==> src/rtl/nibble_frame_tx.sv <==
// Transmit side of the nibble-serial framed link: IRQ pulse, preamble/SFD,
// RAM payload and a reflected CRC-32 trailer, one nibble per clock.
module nibble_frame_tx #(
    parameter int         PRE_NIBS  = 16,
    parameter int         DATA_NIBS = 30,
    parameter int         ADDR_W    = 8,
    parameter logic [3:0] PRE_NIB   = 4'h5,
    parameter logic [3:0] SFD_NIB   = 4'hD
) (
    input  logic              i_clk_125m,
    input  logic              i_rst_n,
    input  logic              i_start,
    input  logic              i_abort,
    input  logic [ADDR_W-1:0] i_base_addr,
    output logic [ADDR_W-1:0] o_ram_addr,
    output logic              o_ram_rden,
    input  logic [3:0]        i_ram_q,
    output logic              o_tx_irq,
    output logic              o_tx_valid,
    output logic [3:0]        o_tx_data,
    output logic              o_busy,
    output logic              o_done,
    output logic              o_aborted
);

    localparam logic [31:0] CRC_POLY = 32'hEDB88320;
    localparam int MAX_NIBS = (PRE_NIBS > DATA_NIBS) ? PRE_NIBS : DATA_NIBS;
    localparam int CNT_W    = ($clog2(MAX_NIBS) > 6) ? $clog2(MAX_NIBS) : 6;
    localparam logic [CNT_W-1:0] PRE_LAST  = CNT_W'(PRE_NIBS - 1);
    localparam logic [CNT_W-1:0] DATA_LAST = CNT_W'(DATA_NIBS - 1);

    typedef enum logic [2:0] {IDLE, IRQ, PRE, DATA, CRC, DONE} txState;

    txState            r_state, w_nextState;
    logic [CNT_W-1:0]  r_cnt, w_nextCnt;
    logic [2:0]        r_crcIdx, w_nextCrcIdx;
    logic [ADDR_W-1:0] r_base;
    logic [31:0]       r_crc, w_nextCrc, w_crcFold;
    logic              w_accept;
    logic              r_selRam;
    logic              r_txIrq, r_txValid, r_busy, r_done, r_aborted;
    logic              r_ramRden, w_ramRden;
    logic [ADDR_W-1:0] r_ramAddr, w_ramAddr;
    logic [3:0]        r_txData, w_txData;

    // Four LSB-first shift/XOR steps of the reflected CRC-32 LFSR.
    function automatic logic [31:0] crcStep4(input logic [31:0] c, input logic [3:0] d);
        logic [31:0] v;
        v = c;
        for (int i = 0; i < 4; i++)
            v = (v[0] ^ d[i]) ? ((v >> 1) ^ CRC_POLY) : (v >> 1);
        return v;
    endfunction

    // Trailer nibble k of the complemented register, most significant group first
    // with each group bit-reversed (bit0 carries the higher register bit).
    function automatic logic [3:0] crcOutNib(input logic [31:0] crc, input logic [2:0] k);
        logic [31:0] s;
        s = (~crc) << {k, 2'b00};
        return {s[28], s[29], s[30], s[31]};
    endfunction

    assign w_crcFold = crcStep4(r_crc, i_ram_q);

    always_comb begin
        w_accept     = (r_state == IDLE) && i_start && !i_abort;
        w_nextState  = r_state;
        w_nextCnt    = r_cnt;
        w_nextCrcIdx = r_crcIdx;
        w_nextCrc    = r_crc;
        w_ramRden    = 1'b0;
        w_ramAddr    = r_ramAddr;
        w_txData     = 4'h0;

        case (r_state)
            IDLE: begin
                if (w_accept) begin
                    w_nextState  = IRQ;
                    w_nextCnt    = '0;
                    w_nextCrcIdx = '0;
                end
            end
            IRQ: begin
                w_nextState = PRE;
                w_nextCrc   = '1;
            end
            PRE: begin
                if (r_cnt == PRE_LAST) begin
                    w_nextState = DATA;
                    w_nextCnt   = '0;
                end else begin
                    w_nextCnt = r_cnt + CNT_W'(1);
                end
            end
            DATA: begin
                w_nextCrc = w_crcFold;
                if (r_cnt == DATA_LAST)
                    w_nextState = CRC;
                else
                    w_nextCnt = r_cnt + CNT_W'(1);
            end
            CRC: begin
                if (r_crcIdx == 3'd7)
                    w_nextState = DONE;
                else
                    w_nextCrcIdx = r_crcIdx + 3'd1;
            end
            DONE:    w_nextState = IDLE;
            default: w_nextState = IDLE;
        endcase

        if (i_abort && (r_state != IDLE))
            w_nextState = IDLE;

        // Reads run one cycle ahead of the bus: base in the SFD cycle, then base+k+1.
        if ((w_nextState == PRE) && (w_nextCnt == PRE_LAST)) begin
            w_ramRden = 1'b1;
            w_ramAddr = r_base;
        end else if ((w_nextState == DATA) && (w_nextCnt != DATA_LAST)) begin
            w_ramRden = 1'b1;
            w_ramAddr = r_base + ADDR_W'(w_nextCnt) + ADDR_W'(1);
        end

        if (w_nextState == PRE)
            w_txData = (w_nextCnt == PRE_LAST) ? SFD_NIB : PRE_NIB;
        else if (w_nextState == CRC)
            w_txData = crcOutNib((r_state == DATA) ? w_crcFold : r_crc, w_nextCrcIdx);
    end

    always_ff @(posedge i_clk_125m or negedge i_rst_n) begin
        if (!i_rst_n) begin
            r_state   <= IDLE;
            r_cnt     <= '0;
            r_crcIdx  <= '0;
            r_base    <= '0;
            r_crc     <= '1;
            r_selRam  <= 1'b0;
            r_txIrq   <= 1'b0;
            r_txValid <= 1'b0;
            r_busy    <= 1'b0;
            r_done    <= 1'b0;
            r_aborted <= 1'b0;
            r_ramRden <= 1'b0;
            r_ramAddr <= '0;
            r_txData  <= 4'h0;
        end else begin
            r_state   <= w_nextState;
            r_cnt     <= w_nextCnt;
            r_crcIdx  <= w_nextCrcIdx;
            r_crc     <= w_nextCrc;
            if (w_accept)
                r_base <= i_base_addr;
            r_selRam  <= (w_nextState == DATA);
            r_txIrq   <= (w_nextState == IRQ);
            r_txValid <= (w_nextState == PRE) || (w_nextState == DATA) || (w_nextState == CRC);
            r_busy    <= (w_nextState != IDLE);
            r_done    <= (w_nextState == DONE);
            r_aborted <= i_abort && (r_state != IDLE);
            r_ramRden <= w_ramRden;
            r_ramAddr <= w_ramAddr;
            r_txData  <= w_txData;
        end
    end

    // Payload nibbles come straight from the RAM's registered output so that
    // nibble 0 lines up with the first DATA cycle.
    assign o_tx_data  = r_selRam ? i_ram_q : r_txData;
    assign o_tx_irq   = r_txIrq;
    assign o_tx_valid = r_txValid;
    assign o_busy     = r_busy;
    assign o_done     = r_done;
    assign o_aborted  = r_aborted;
    assign o_ram_rden = r_ramRden;
    assign o_ram_addr = r_ramAddr;

endmodule

==> config.mk <==
export PLATFORM = sky130hd
export DESIGN_NAME = nibble_frame_tx
export DESIGN_NICKNAME = d
export VERILOG_FILES = /design/src/rtl/nibble_frame_tx.sv
export SDC_FILE = /design/constraint.sdc
export NUM_CORES = 1
export LEC_CHECK = 0
export CAP_MARGIN = 20
export CORE_ASPECT_RATIO = 2
export CORE_MARGIN = 5
export CORE_UTILIZATION = 48
export CTS_BUF_LIST = sky130_fd_sc_hd__clkbuf_16
export DETAILED_ROUTE_END_ITERATION = 6
export PLACE_DENSITY = 0.72
export SKIP_CTS_REPAIR_TIMING = 1
export SYNTH_ARGS = -nofsm -noshare
export SYNTH_HDL_FRONTEND = slang
export SYNTH_SLANG_ARGS = --single-unit
==> constraint.sdc <==
create_clock -name i_clk_125m -period 3.95 [get_ports i_clk_125m]
set_input_delay 0.9875 -clock i_clk_125m [delete_from_list [all_inputs] [get_ports i_clk_125m]]
set_output_delay 0.9875 -clock i_clk_125m [all_outputs]
set_load 0.01 [all_outputs]
; Word-level counts from Yosys, hierarchy flattened
; Cells that the tools add are included.
[word_totals]
register_bits = 71
inputBits = 16
output_inout_bits = 18
wordCells = 82
[classes]
n_addsub = 4
n_eq_ne = 14
shift = 1
n_mux = 27
n_bitwise = 9
n_reduce_logical = 13
[op_table]
columns = operator, count
row1 = 2-to-1 mux 32 bit, 5
row2 = case mux 32 bit (2 select lines), 1
row3 = NOT 13 -> 14 bit, 4
row4 = NOT 32 bit, 1
row5 = left shift 32 x 5 -> 32 bit, 1
row6 = 2-to-1 mux 3 bit, 7
row7 = 2-to-1 mux 6 bit, 3
row8 = case mux 6 bit (3 select lines), 1
row9 = 2-to-1 mux 4 bit, 4
row10 = 2-to-1 mux 8 bit, 2
row11 = case mux 3 bit (5 select lines), 1
row12 = "== test 3 x 2 -> 1 bit, second input constant", 4
row13 = "== test 3 bit, second input constant", 4
row14 = "== test 6 x 4 -> 1 bit, second input constant", 2
row15 = "adder 8 x 1 -> 8 bit, second input constant", 1
row16 = adder 8 x 6 -> 8 bit, 1
row17 = "adder 6 x 1 -> 6 bit, second input constant", 1
row18 = "== test 3 x 1 -> 1 bit, second input constant", 2
row19 = "== test 6 x 5 -> 1 bit, second input constant", 1
row20 = "inequality test 6 x 5 -> 1 bit, second input constant", 1
row21 = case mux 3 bit (2 select lines), 1
row22 = nonzero test 3 bit, 2
row23 = logical AND 1 bit, 5
row24 = nonzero test 2 bit, 2
row25 = other kinds (6), 11

; Depth between registers and ports, before layout
; Gate-level depths: netlist (run 1).
[depth]
word_depth = 13
depth_mapped = 16
ltp_nobuf = 16

; Least setup slack after synthesis (run 1)
; No wires, ideal clock.
[synth_path]
kind = input to register
from = input port i_abort
to = register r_ramAddr[5] (netlist: o_ram_addr[5])
setup_time_ns = 0.128
t_arrival_ns = 3.469
t_required_ns = 3.822
path_slack_ns = 0.354
stages = 13
n_path_buf = 0
cell_sequence = nor4b_2 -> or2_1 -> a21o_1 -> and2_1 -> inv_1 -> ha_1 -> nor2b_1 -> o31a_1 -> o21a_1 -> nor2_1 -> xnor2_1 -> mux2_1 -> mux2_1
[synth_between]
elab_chain_cells = 8
elab_cells_between_ends = 19
cone_classes = add/sub (2) / eq/ne (4) / mux (7) / reduce/logical (6)
[synth_rtl]
columns = item, line
row1 = start: declaration, 13  ; input logic i_abort,
row2 = logical NOT 1 bit (*), 66  ; w_accept = (r_state == IDLE) && i_start && !i_abort;
row3 = logical AND 1 bit (*), 66
row4 = 2-to-1 mux 6 bit (*), 77  ; if (w_accept) begin
row5 = case mux 6 bit (3 select lines) (*), 75  ; case (r_state)
row6 = net w_nextCnt[1], 35  ; logic [CNT_W-1:0] r_cnt, w_nextCnt;
row7 = adder 8 x 6 -> 8 bit, 121  ; w_ramAddr = r_base + ADDR_W'(w_nextCnt) + ADDR_W'(1);
row8 = adder 8 x 1 -> 8 bit, 121
row9 = 2-to-1 mux 8 bit, 119  ; end else if ((w_nextState == DATA) && (w_nextCnt != DATA_LAST)) begin
row10 = 2-to-1 mux 8 bit, 116  ; if ((w_nextState == PRE) && (w_nextCnt == PRE_LAST)) begin
row11 = end signal: assignment, 160  ; r_ramAddr <= w_ramAddr;
row12 = end: declaration, 43  ; logic [ADDR_W-1:0] r_ramAddr, w_ramAddr;
; The timed path passes the listed nets; every way through them passes the cells marked *. The select of a mux whose other input is x is not followed.
; A chain may end at the register's enable or synchronous reset.

; Worst setup path after layout (run 1)
[layout_path]
from = input port i_abort
to = register r_ramAddr[4] (netlist: o_ram_addr[4])
[layout_between]
elab_chain_cells = 8
elab_cells_between_ends = 19
cone_classes = add/sub (2) / eq/ne (4) / mux (7) / reduce/logical (6)
[layout_rtl]
columns = item, line
row1 = logical NOT 1 bit, 66
row2 = logical AND 1 bit, 66
row3 = 2-to-1 mux 6 bit or 2-to-1 mux 3 bit (tied branches), 77
row4 = case mux 6 bit (3 select lines) or case mux 3 bit (5 select lines) (tied branches), 75
row5 = adder 8 x 6 -> 8 bit or 2-to-1 mux 3 bit (tied branches), "121, 112"
row6 = "adder 8 x 1 -> 8 bit, or another cell as far along", 121
row7 = "2-to-1 mux 8 bit, or another cell as far along", 119
row8 = 2-to-1 mux 8 bit or nonzero test 2 bit (tied branches), n/a
; Parallel ways exist; a longest one is shown, timed or not. The select of a mux whose other input is x is not followed.

==> results of run 1 <==
power by group through the flow:
stage | clock network (W) | logic, W | registers (W)
floorplan | 0 | 0.000591 | 0.00104
global placement | 0 | 0.000922 | 0.00106
detailed placement | 0 | 0.000939 | 0.00106
CTS | 0.000877 | 0.000949 | 0.00105
global route | 0.000906 | 0.00105 | 0.00107
finish | 0.000860 | 0.000950 | 0.00105
metal layers:
| layer | wire [um] | track usage (%) | share of wire (%) |
|---|---|---|---|
| met3 | 487 | 3.48 | 3.9 |
| met4 | 863 | 17.4 | 6.9 |
| met2 | 6830 | 41.2 | 55 |
| met1 | 4330 | 22.8 | 35 |
| met5 | 0 | 0 | 0 |
area by class of cell:
type	count	area, um^2	area share, %
Inverter	17	63.8	1.16
Timing Repair Buffer	70	603	11.0
Tap cell	104	130	2.37
Clock inverter	4	22.5	0.410
Multi-Input combinational cell	358	2550	46.5
Sequential cell	71	1820	33.1
Clock buffer	12	300	5.47
how the worst max path moves through the flow:
stage	start	endpoint	slack (ns)	cells after the start
global placement	i_abort	o_ram_addr[6]	-0.09	14
CTS	i_abort	o_ram_addr[6]	0.12	14
finish	i_abort	o_ram_addr[4]	0.20	14
floorplan	i_abort	o_ram_addr[5]	0.35	13
global route	i_abort	o_ram_addr[6]	0.02	14
detailed placement	i_abort	o_ram_addr[6]	-0.24	14
per-stage QoR:
stage          hold slack [ns]  area, um^2
2_1_floorplan            0.456        4530
3_3_place_gp             0.468        5150
3_5_place_dp             0.478        5150
4_1_cts                  0.492        5480
5_1_grt                  0.522        5490
6_report                 0.491        5490
state kept, by name, indices dropped and copies added (netlist names):
signal / count
r_crcIdx: 3
o_busy: 1
o_done: 1
r_base: 8
o_tx_irq: 1
o_tx_valid: 1
r_cnt: 6
r_state: 3
r_txData: 4
o_aborted: 1
o_ram_addr: 8
r_selRam: 1
o_ram_rden: 1
r_crc: 32
cell usage in the layout (no fill, tap or decap), drive strengths merged, types with 15 or more instances in the layout:
master / count
o21ai: 21
dfstp: 32
buf: 38
nor2: 33
xnor2: 25
clkdlybuf4s50: 32
nand2: 51
a21oi: 32
dfrtp: 39
o22a: 15
inv: 17
logic make-up (layout without fill, tap and decap cells):
kind of cell / Yosys count / after routing / synth area share (%)
simple gates: 157 / 157 / 19.0
xor+xnor: 41 / 41 / 9.27
mux: 20 / 20 / 5.08
buf+inv: 40 / 103 / 3.78
flops: 71 / 71 / 40.1
compound gates: 129 / 129 / 19.6
fa+ha+maj: 11 / 11 / 3.20
==> metrics.md, run 1 <==
| Metric | Value |
|---|---|
| Leading register cell type out of synthesis | `sky130_fd_sc_hd__dfrtp_1` |
| Achievable Freq | `267 MHz` |
| Routed wire length | `12500 um` |
| Clock tree sinks | `71` |
| Global Route Usage Sum | `22.9%` |
| Headroom to the max-slew limit | `40.0%` |
| Cells on Worst Hold Path | `1` |
| RSZ-0062 raised after global routing | `no` |
| Final period util | `94.9%` |
| Reg-to-reg endpoint | `o_ram_addr[5]` |
| Detailed-placement wirelength estimate | `9120 um` |
| Number of vias in the routed layout | `slightly below 4000` |
| Post-synth top area share | `21.5%` |
| Chain of cells forming the critical path | `clkdlybuf4s50_1, nor4b_2, or2_1, a21boi_1, nor2_1, ha_1, inv_1, fa_1, buf_4, a21o_1, a21oi_1, xnor2_1, mux2_1, mux2_1` |
| Placer congestion estimate | `0.957` |
| Final Hold Viols | `0` |
| Final setup violating endpoints | `0` |
| Most area-consuming cells after synthesis | `sky130_fd_sc_hd__dfrtp_1 (22%), sky130_fd_sc_hd__dfstp_2 (19%), sky130_fd_sc_hd__xnor2_1 (4.4%), sky130_fd_sc_hd__nand2_1 (4.1%), sky130_fd_sc_hd__a21oi_1 (3.5%)` |
| Cell types with the highest counts after synthesis | `sky130_fd_sc_hd__nand2_1 (50), sky130_fd_sc_hd__dfrtp_1 (39), sky130_fd_sc_hd__nor2_1 (33)` |
| Mapped Avg Cell Area | `approximately 9.7 um^2` |
| Flop and latch count out of synthesis | `71` |
| Number of global-route vias before repair | `~4200` |
| Max-slew violation total from the final report | `0` |
| Worst Max-Slew Pin Slew | `about 0.9 ns` |
| Wire length of the first global-routing pass | `around 21000 um` |
| Pre-CTS worst setup slack | `-0.236 ns` |
| Net count after synthesis | `496` |
| Worst setup EP type | `register` |
| Startpoint Class | `input port` |
| Gate count after technology mapping | `469` |
| Worst reg2reg path depth | `14` |
| Clock input transition at the sequential cells of the worst setup and hold paths | `0.06 ns` |
| Count of boundary I/O pins | `34` |
| Switching power of the nets | `0.000935 W` |
| Full die area | `11600 um^2` |
| Buffer levels on the longest clock path | `2` |
| Diodes inserted | `0` |
| Floorplan Core Area | `just over 9000 um^2` |
| Number of remaining DRC errors | `0` |
| End point of the most critical hold path | `o_ram_addr[3]` |
| Run status | `completed` |
| Number of placed cells counting well taps | `just over 600` |
| Total power consumption of the routed design | `around 0.0029 W` |
| Ratio of routed vias to standard cells | `6.17` |
| FFs w/ async S/R, synth | `100%` |
| Utilization after layout | `between 50% and 60%` |
| Std-Cell Rows | `50` |
| Switching portion of total power | `32.6%` |
| Final worst clock skew | `0.00505 ns` |
| Dominant cell type by area after synthesis | `sky130_fd_sc_hd__dfrtp_1` |
| Die outline width | `78.7 um` |
| Area Overhead vs Synth | `21.1%` |
| Number of antenna violations at the first check in global routing | `0` |
| Post-synthesis instance area | `~4500 um^2` |
| Setup slack of the worst register-to-register path | `0.38 ns` |
| Unique cell type count in the Yosys netlist | `81` |
| Power per Cell Area | `521 nW/um^2` |
| Clock share of power | `30.0%` |
| Highest net fanout along the worst path | `3` |
| Cell with the most instances after synthesis | `sky130_fd_sc_hd__nand2_1` |
| Post-synthesis sequential area ratio | `40.1%` |
| Detailed-routing iteration count for the pre-antenna-repair pass | `4` |
| Clock root buffer | `sky130_fd_sc_hd__clkbuf_16` |
| Worst vdd ir | `0.346 mV` |
| Crit path time final | `3.75 ns` |
| Layout cells sized above 1 | `20.1%` |
| Clock buffers created by TritonCTS | `9` |
| Clock latency at the later pin of the worst-skew pair | `0.34 ns` |
| Count of non-filler cells in the finished layout | `636` |
| Cell class contributing the biggest share of worst-path delay | `simple AND/OR/NAND/NOR gates` |
| Number of buffer and inverter stages on the critical path | `3` |
| Crit path arrival time | `3.97 ns` |
| CP dominant cell by count | `sky130_fd_sc_hd__mux2_1` |
| EDFF count, synth | `0` |
| CP peak stage delay | `0.44 ns` |
| Initial core utilization | `48.6%` |
| Die Height | `147 um` |
| Required time of the critical path | `4.17 ns` |
| Class of the tightest hold or removal check | `register to register` |
| Fraction of power consumed by combinational cells | `approximately 33%` |
| Initial drt markers | `352` |
| Setup WS post-layout | `around 0.2 ns` |
| Clock tree from TritonCTS | `done` |
| H-tree Lvls | `3` |
| Sequential share of power | `36.8%` |
| Worst setup path class | `input port to register` |
| Largest net degree at the start of global routing | `72` |
| Aggregate negative setup slack | `0 ns` |
| Max-capacitance violation count | `0` |
| Synth warn | `0` |
| CP max stage cell | `sky130_fd_sc_hd__clkdlybuf4s50_1` |
| Startpoint of the most critical hold path | `o_ram_addr[3]` |
| Cell leakage power | `2.35 nW` |
| GRT Residual Overflow | `0` |
| Antenna Violating Nets Remaining | `0` |
| Layout filler cell count | `797` |
| Number of nets in the layout | `about 550` |
| Internal power summed over all cells | `slightly below 0.002 W` |
| Reg-to-reg critical path startpoint | `r_cnt[0]` |
| Average detailed-routed wire length per instance | `approximately 20 um` |
| Number of I/O port buffers | `33` |
Power figures use the tool's default switching activity.
==> run 2, diff against run 1 <==
ABC_AREA = 1   (was unset)
==> run 2 against run 1 <==
Sequential share of layout area grew 0.29 points. Flip-flop and latch count unchanged. Highest routed layer unchanged. Die area rose by 3.3%. Sequential power rose by 27%. Largest power group is now combinational logic. Wire length up 4.0%. Non-clock buffer count fell by 30. Critical path depth fell by 10. Worst hold slack gained 0.015 ns. Via count up 14%.
==> metrics.md, run 2 <==
| Metric | Value |
|---|---|
| Run status | `completed` |
| Number of I/O port buffers | `33 (unchanged)` |
| Startpoint Class | `input port` |
| Gate count after technology mapping | `660 (+41%)` |
| Placer congestion estimate | `0.928 (-3.0%)` |
| CP max stage cell | `sky130_fd_sc_hd__clkdlybuf4s50_1` |
| Wire length of the first global-routing pass | `21300 um (+3.9%)` |
| H-tree Lvls | `3 (unchanged)` |
| Clock root buffer | `sky130_fd_sc_hd__clkbuf_16` |
| Cell with the most instances after synthesis | `sky130_fd_sc_hd__nand2_1` |
| Dominant cell type by area after synthesis | `sky130_fd_sc_hd__dfrtp_1` |
| Number of buffer and inverter stages on the critical path | `3 (unchanged)` |
| EDFF count, synth | `0 (unchanged)` |
| Number of nets in the layout | `720 (+30%)` |
| Class of the tightest hold or removal check | `register to register` |
| Most used cells in the layout excluding fill and tap cells | `sky130_fd_sc_hd__nand2_1 (230), sky130_fd_sc_hd__inv_1 (82), sky130_fd_sc_hd__nand3_1 (60)` |
| Chain of cells forming the critical path | `clkdlybuf4s50_1, inv_1, a21oi_1, clkdlybuf4s50_1` |
| Final setup violating endpoints | `0 (unchanged)` |
| Initial core utilization | `48.8% (+0.13 points)` |
| RSZ-0062 raised after global routing | `no` |
| Crit path arrival time | `2.37 ns (-1.60 ns)` |
| Crit path time final | `3.35 ns (-0.394 ns)` |
| Most area-consuming cells after synthesis | `sky130_fd_sc_hd__dfrtp_1 (21%), sky130_fd_sc_hd__nand2_1 (18%), sky130_fd_sc_hd__dfstp_2 (18%), sky130_fd_sc_hd__inv_1 (6.4%), sky130_fd_sc_hd__nand3_1 (6.4%)` |
| Fraction of power consumed by combinational cells | `48.0% (+15 points)` |
| Count of boundary I/O pins | `34 (unchanged)` |
| Required time of the critical path | `2.96 ns (-1.21 ns)` |
| Net count after synthesis | `687 (+39%)` |
| FFs w/ async S/R, synth | `100% (unchanged)` |
| Buffer levels on the longest clock path | `2 (unchanged)` |
| Ratio of routed vias to standard cells | `5.39 (-13%)` |
| Number of flip-flops under the largest register name | `32 (unchanged)` |
| Headroom to the max-slew limit | `37.7% (-2.3 points)` |
| Highest net fanout along the worst path | `3 (unchanged)` |
| Flop and latch count out of synthesis | `71 (unchanged)` |
| Die outline width | `80.0 um (+1.6%)` |
| Die Height | `150 um (+1.7%)` |
| Clock latency at the later pin of the worst-skew pair | `0.34 ns (about the same)` |
| Switching portion of total power | `43.2% (+11 points)` |
| Clock tree from TritonCTS | `done` |
| Area Overhead vs Synth | `15.8%` |
| Initial drt markers | `333 (-5.4%)` |
| Clock buffers created by TritonCTS | `9 (unchanged)` |
| Cell class contributing the biggest share of worst-path delay | `buffers and inverters` |
| Layout cells sized above 1 | `11.5% (-8.7 points)` |
| Global Route Usage Sum | `23.3% (+0.40 points)` |
| Average detailed-routed wire length per instance | `15.7 um (-20%)` |
| Total power consumption of the routed design | `0.00420 W (+47%)` |
| Max-capacitance violation count | `0 (unchanged)` |
| Number of remaining DRC errors | `0 (unchanged)` |
| Routed wire length | `13000 um (+4.0%)` |
| CP peak stage delay | `0.58 ns (+0.14 ns)` |
| Max-slew violation total from the final report | `0 (unchanged)` |
| CP dominant cell by count | `sky130_fd_sc_hd__clkdlybuf4s50_1` |
| Post-synthesis instance area | `4700 um^2 (+3.6%)` |
| Leading register cell type out of synthesis | `sky130_fd_sc_hd__dfrtp_1` |
| Switching power of the nets | `0.00181 W (+94%)` |
| Detailed-placement wirelength estimate | `9620 um (+5.5%)` |
| Cell types with the highest counts after synthesis | `sky130_fd_sc_hd__nand2_1 (230), sky130_fd_sc_hd__inv_1 (80), sky130_fd_sc_hd__nand3_1 (60)` |
| Sequential share of power | `31.8% (-5.0 points)` |
| Antenna Violating Nets Remaining | `0 (unchanged)` |
| Final Hold Viols | `0 (unchanged)` |
| Diodes inserted | `0 (unchanged)` |
| Number of antenna violations at the first check in global routing | `0 (unchanged)` |
| Final worst clock skew | `0.00907 ns (+0.00402 ns)` |
| Clock input transition at the sequential cells of the worst setup and hold paths | `0.05 ns (about the same)` |
| Aggregate negative setup slack | `0 ns (unchanged)` |
| Worst vdd ir | `0.383 mV (+11%)` |
| Achievable Freq | `298 MHz (+12%)` |
| Number of global-route vias before repair | `4562 (+9.2%)` |
| Final period util | `84.9% (-10 points)` |
| Clock tree sinks | `71 (unchanged)` |
| Worst Max-Slew Pin Slew | `0.934 ns (+0.0343 ns)` |
| Post-synthesis sequential area ratio | `38.7% (-1.4 points)` |
| Std-Cell Rows | `51 (+2.0%)` |
| Synth warn | `0 (unchanged)` |
| Power per Cell Area | `771 nW/um^2 (+48%)` |
| Floorplan Core Area | `9640 um^2 (+3.4%)` |
| Leading cell type in the layout, fill and taps excluded | `sky130_fd_sc_hd__nand2_1` |
| Post-synth top area share | `20.8% (-0.76 points)` |
| GRT Residual Overflow | `0 (unchanged)` |
| Internal power summed over all cells | `0.00238 W (+24%)` |
| Cell leakage power | `2.81 nW (+19%)` |
| Worst setup path class | `input port to primary output` |
| Number of vias in the routed layout | `4474 (+14%)` |
| Worst setup EP type | `primary output` |
| Mapped Avg Cell Area | `7.12 um^2 (-26%)` |
| Full die area | `12000 um^2 (+3.3%)` |
| Largest reg by FF count | `r_crc` |
| Clock share of power | `20.2% (-9.8 points)` |
| Unique cell type count in the Yosys netlist | `40 (-51%)` |
| Detailed-routing iteration count for the pre-antenna-repair pass | `5 (+1)` |
| Largest net degree at the start of global routing | `72 (unchanged)` |
[run 2: cell count changes after synthesis, sizes merged, moves of 11 or more]
cell	delta
inv	+66
xnor2	-20
nand2	+188
o21ai	+11
mux2	-13
nand3	+51
clkbuf	-11
o22a	-15
[run 2: stage by stage]
stage / instance area [um^2] / hold slack, ns / util (%) / std cells / setup WS (ns)
floorplan: 4700 / 0.469 / - / 660 / 1.03
global placement: 5140 / 0.485 / 53.3 / 814 / 0.348
global route: 5440 / 0.524 / 56.5 / 830 / 0.386
CTS: 5440 / 0.508 / 56.5 / 830 / 0.595
detailed placement: 5140 / 0.493 / 53.3 / 814 / 0.280
finish: 5440 / 0.506 / 56.5 / 830 / 0.597
[run 2: power groups by stage]
| stage | sequential (W) | clock (W) | combinational, W |
|---|---|---|---|
| 2_1_floorplan | 0.00128 | 0 | 0.00144 |
| 3_3_place_gp | 0.00133 | 0 | 0.00195 |
| 3_5_place_dp | 0.00134 | 0 | 0.00199 |
| 4_1_cts | 0.00133 | 0.000862 | 0.00201 |
| 5_1_grt | 0.00137 | 0.000902 | 0.00226 |
| 6_report | 0.00133 | 0.000848 | 0.00202 |
[run 2: cell families (layout without fill, tap and decap cells)]
group / after synthesis / after routing / synth area share, %
AO/OA/AOI/OAI: 89 / 89 / 10.6
flip-flops: 71 / 71 / 38.7
AND/OR/NAND/NOR: 364 / 364 / 34.4
multiplexers: 1 / 1 / 0.240
XOR/XNOR: 21 / 21 / 3.91
adder cells (fa/ha/maj): 11 / 11 / 3.09
buffers and inverters: 103 / 141 / 9.05
[run 2: area by class of cell]
cell class	count	area [um^2]
clock buffers	9	225
flip-flops and latches	71	1820
well taps	132	165
inverters	85	319
multi-input cells	486	2460
repair buffers	40	380
clock inverters	7	80.1
fillers	887	4190
[run 2: path summary, 6_finish.rpt]
| path | startpoint | to | slack, ns | cells past startpoint |
|---|---|---|---|---|
| worst max-delay path | i_ram_q[2] | o_tx_data[2] | 0.60 | 4 |
| worst min register to register | o_ram_addr[5] | o_ram_addr[5] | 0.51 | 2 |
| min in group asynchronous | i_rst_n | r_cnt[2] | 0.77 | 1 |
| max in group asynchronous | i_rst_n | r_selRam | 2.54 | 1 |
| worst min-delay path | o_ram_addr[5] | o_ram_addr[5] | 0.51 | 2 |
| worst max register to register | r_cnt[0] | o_ram_addr[6] | 0.90 | 22 |
[run 2: per-layer routing]
layer | share of wire, % | global-route usage (%) | routed length [um]
met1 | 35 | 22.5 | 4570
met2 | 54 | 42.1 | 7030
met3 | 3.8 | 3.98 | 495
met5 | 0 | 0 | 0
met4 | 7.1 | 18.1 | 924
[run 2: tightest hold or removal path, stage by stage, from the launching register on]
cell and delay (ns):
sky130_fd_sc_hd__dfrtp_1 0.34, sky130_fd_sc_hd__nand3_1 0.07, sky130_fd_sc_hd__nand2_1 0.07
==> run 3, diff against run 2 <==
clock period = 3.3 ns   (was 3.95 ns; I/O delays follow)
==> run 3 against run 2 <==
Clock skew barely moved. Highest routed layer unchanged. Utilization up 1.4 points. Wire length grew 1.8%. Worst setup slack got worse by 0.38 ns. Global-route usage increased by 0.15 points. Clock power increased by 18%. Non-clock buffer count increased by 17. Worst hold slack got worse by 0.0016 ns. Sequential power rose by 20%.
==> metrics.md, run 3 (same netlist as run 2, synthesis figures left out) <==
| Metric | Value |
|---|---|
| Run status | `completed` |
| Clock latency at the later pin of the worst-skew pair | `0.34 ns (about the same)` |
| Diodes inserted | `0 (unchanged)` |
| Max-capacitance violation count | `0 (unchanged)` |
| Headroom to the max-slew limit | `39.2% (+1.5 points)` |
| RSZ-0062 raised after global routing | `no` |
| Class of the tightest hold or removal check | `register to register` |
| Power per Cell Area | `927 nW/um^2 (+20%)` |
| Clock input transition at the sequential cells of the worst setup and hold paths | `0.06 ns (about the same)` |
| Post-Layout Inst Area | `5580 um^2 (+2.5%)` |
| Critical path depth in cells | `22 (+18)` |
| Detailed-routing iteration count for the pre-antenna-repair pass | `5 (unchanged)` |
| Count of non-filler cells in the finished layout | `847 (+2.0%)` |
| Leading cell type in the layout, fill and taps excluded | `sky130_fd_sc_hd__nand2_1` |
| Initial core utilization | `48.8% (unchanged)` |
| Number of buffer and inverter stages on the critical path | `5 (+2)` |
| CP max stage cell | `sky130_fd_sc_hd__clkdlybuf4s50_1` |
| Reg-to-reg endpoint | `o_ram_addr[6]` |
| Number of antenna violations at the first check in global routing | `0 (unchanged)` |
| Full die area | `12000 um^2 (unchanged)` |
| Number of vias in the routed layout | `4593 (+2.7%)` |
| GRT Residual Overflow | `0 (unchanged)` |
| Final period util | `93.6%` |
| Clock tree from TritonCTS | `done` |
| Aggregate negative setup slack | `0 ns (unchanged)` |
| Antenna Violating Nets Remaining | `0 (unchanged)` |
| Required time of the critical path | `3.59 ns (+0.63 ns)` |
| Final setup violating endpoints | `0 (unchanged)` |
| Global Route Usage Sum | `23.4% (+0.15 points)` |
| Achievable Freq | `324 MHz` |
| Largest net degree at the start of global routing | `72 (unchanged)` |
| Placer congestion estimate | `0.903 (-2.7%)` |
| H-tree Lvls | `3 (unchanged)` |
| Final Hold Viols | `0 (unchanged)` |
| Number of I/O port buffers | `33 (unchanged)` |
| CP dominant cell by count | `sky130_fd_sc_hd__nand2_1` |
| Placed Area | `5270 um^2 (+2.5%)` |
| Std-Cell Rows | `51 (unchanged)` |
| Cell class contributing the biggest share of worst-path delay | `simple AND/OR/NAND/NOR gates` |
| Crit path arrival time | `3.37 ns (+1.00 ns)` |
| Layout cells sized above 1 | `14.5% (+3.1 points)` |
| Worst reg2reg path depth | `22 (unchanged)` |
| Number of placed cells counting well taps | `831 (+2.1%)` |
| Most used cells in the layout excluding fill and tap cells | `sky130_fd_sc_hd__nand2_1 (230), sky130_fd_sc_hd__inv_1 (80), sky130_fd_sc_hd__nand3_1 (60)` |
| Clock root buffer | `sky130_fd_sc_hd__clkbuf_16` |
| Routed wire length | `13300 um (+1.8%)` |
| Setup slack of the worst register-to-register path | `0.32 ns (-0.58 ns)` |
| Worst setup path class | `input port to register` |
| Ratio of routed vias to standard cells | `5.42 (+0.60%)` |
| Clock buffers created by TritonCTS | `9 (unchanged)` |
| Number of global-route vias before repair | `4588 (+0.57%)` |
| Floorplan Core Area | `9640 um^2 (unchanged)` |
| Startpoint Class | `input port` |
| Cell leakage power | `2.87 nW (+2.5%)` |
| Average detailed-routed wire length per instance | `15.6 um (-0.25%)` |
| Worst Max-Slew Pin Slew | `0.911 ns (-0.0229 ns)` |
| Detailed-placement wirelength estimate | `9820 um (+2.1%)` |
| Layout filler cell count | `903 (+1.8%)` |
| Die Height | `150 um (unchanged)` |
| CP peak stage delay | `0.45 ns (-0.13 ns)` |
| Largest reg by FF count | `r_crc` |
| Timing endpoint of the critical path | `o_ram_addr[6]` |
| Post-Route Hold Slack | `0.505 ns (-0.00158 ns)` |
| Buffer levels on the longest clock path | `2 (unchanged)` |
| Max-slew violation total from the final report | `0 (unchanged)` |
| Worst vdd ir | `0.680 mV (+78%)` |
| Chain of cells forming the critical path | `clkdlybuf4s50_1, inv_1, nor2_2, inv_1, nand2_1, nand3_1, nand2_1, nand2_2, inv_1, ha_1, inv_1, fa_2, nand3_1, nand2_1, a21oi_2, nor2_1, nor2_1, xnor2_1, nand2_1, nand2_1, nand2_1, nand2_1` |
| Wire length of the first global-routing pass | `21600 um (+1.2%)` |
| Crit path time final | `roughly 3.1 ns` |
| Area Overhead vs Synth | `18.7%` |
| Final worst clock skew | `0.00882 ns (-0.000256 ns)` |
| Initial drt markers | `382 (+15%)` |
| Highest net fanout along the worst path | `3 (unchanged)` |
| Count of boundary I/O pins | `34 (unchanged)` |
| Total power consumption of the routed design | `0.00518 W (+23%)` |
| Die outline width | `80.0 um (unchanged)` |
| Number of remaining DRC errors | `0 (unchanged)` |
| Number of flip-flops under the largest register name | `32 (unchanged)` |
| Clock tree sinks | `71 (unchanged)` |
| Number of nets in the layout | `737 (+2.4%)` |
| Reg-to-reg critical path startpoint | `r_cnt[1]` |
| Timing startpoint of the critical path | `i_start` |
| Worst setup EP type | `register` |
-- run 3: per-stage QoR --
stage / worst slack [ns] / util, %
global placement: -0.0833 / 54.7
detailed placement: -0.101 / 54.7
finish: 0.212 / 57.9
global route: 0.0247 / 57.9
CTS: 0.138 / 57.8
floorplan: 0.545 / -
-- run 3: cell type report --
| class | count | area [um^2] | share of cell area (%) |
|---|---|---|---|
| Clock buffer | 9 | 225 | 4.04 |
| Clock inverter | 7 | 80.1 | 1.43 |
| Multi-Input combinational cell | 486 | 2470 | 44.2 |
| Tap cell | 132 | 165 | 2.96 |
| Timing Repair Buffer | 57 | 508 | 9.10 |
| Sequential cell | 71 | 1820 | 32.6 |
| Inverter | 85 | 319 | 5.72 |
-- run 3: how the worst min path moves through the flow --
stage | end | slack [ns] | startpoint | cells after the start
global placement | r_crc[5] | 0.49 | r_crc[5] | 2
finish | r_crc[10] | 0.50 | r_crc[10] | 2
detailed placement | o_ram_addr[1] | 0.49 | o_ram_addr[1] | 2
global route | r_crc[15] | 0.53 | r_crc[15] | 2
floorplan | r_crc[5] | 0.47 | r_crc[5] | 2
CTS | r_crc[10] | 0.50 | r_crc[10] | 2
-- run 3: layer usage --
metal	wire, um	global-route usage (%)
met3	529	3.61
met5	0	0
met4	830	14.9
met2	7190	43.3
met1	4700	23.5
-- run 3: where the power goes --
group	internal (W)	switching, W	leakage, nW
Clock	0.000593	0.000405	0.143
Combinational	0.00101	0.00156	1.88
Sequential	0.00131	0.000297	0.848
-- run 3: worst register-to-register path, stage by stage (launching register included) --
cell	delay [ns]
sky130_fd_sc_hd__dfrtp_1	0.46
sky130_fd_sc_hd__ha_1	0.24
sky130_fd_sc_hd__inv_1	0.08
sky130_fd_sc_hd__nor2_1	0.14
sky130_fd_sc_hd__nand2_1	0.10
sky130_fd_sc_hd__nand2_1	0.09
sky130_fd_sc_hd__nand2_1	0.10
sky130_fd_sc_hd__nand2_1	0.10
sky130_fd_sc_hd__nand2_2	0.06
sky130_fd_sc_hd__inv_1	0.07
sky130_fd_sc_hd__ha_1	0.16
sky130_fd_sc_hd__inv_1	0.08
sky130_fd_sc_hd__fa_2	0.36
sky130_fd_sc_hd__nand3_1	0.09
sky130_fd_sc_hd__nand2_1	0.09
sky130_fd_sc_hd__a21oi_2	0.13
sky130_fd_sc_hd__nor2_1	0.05
sky130_fd_sc_hd__nor2_1	0.16
sky130_fd_sc_hd__xnor2_1	0.15
sky130_fd_sc_hd__nand2_1	0.08
sky130_fd_sc_hd__nand2_1	0.05
sky130_fd_sc_hd__nand2_1	0.04
sky130_fd_sc_hd__nand2_1	0.05
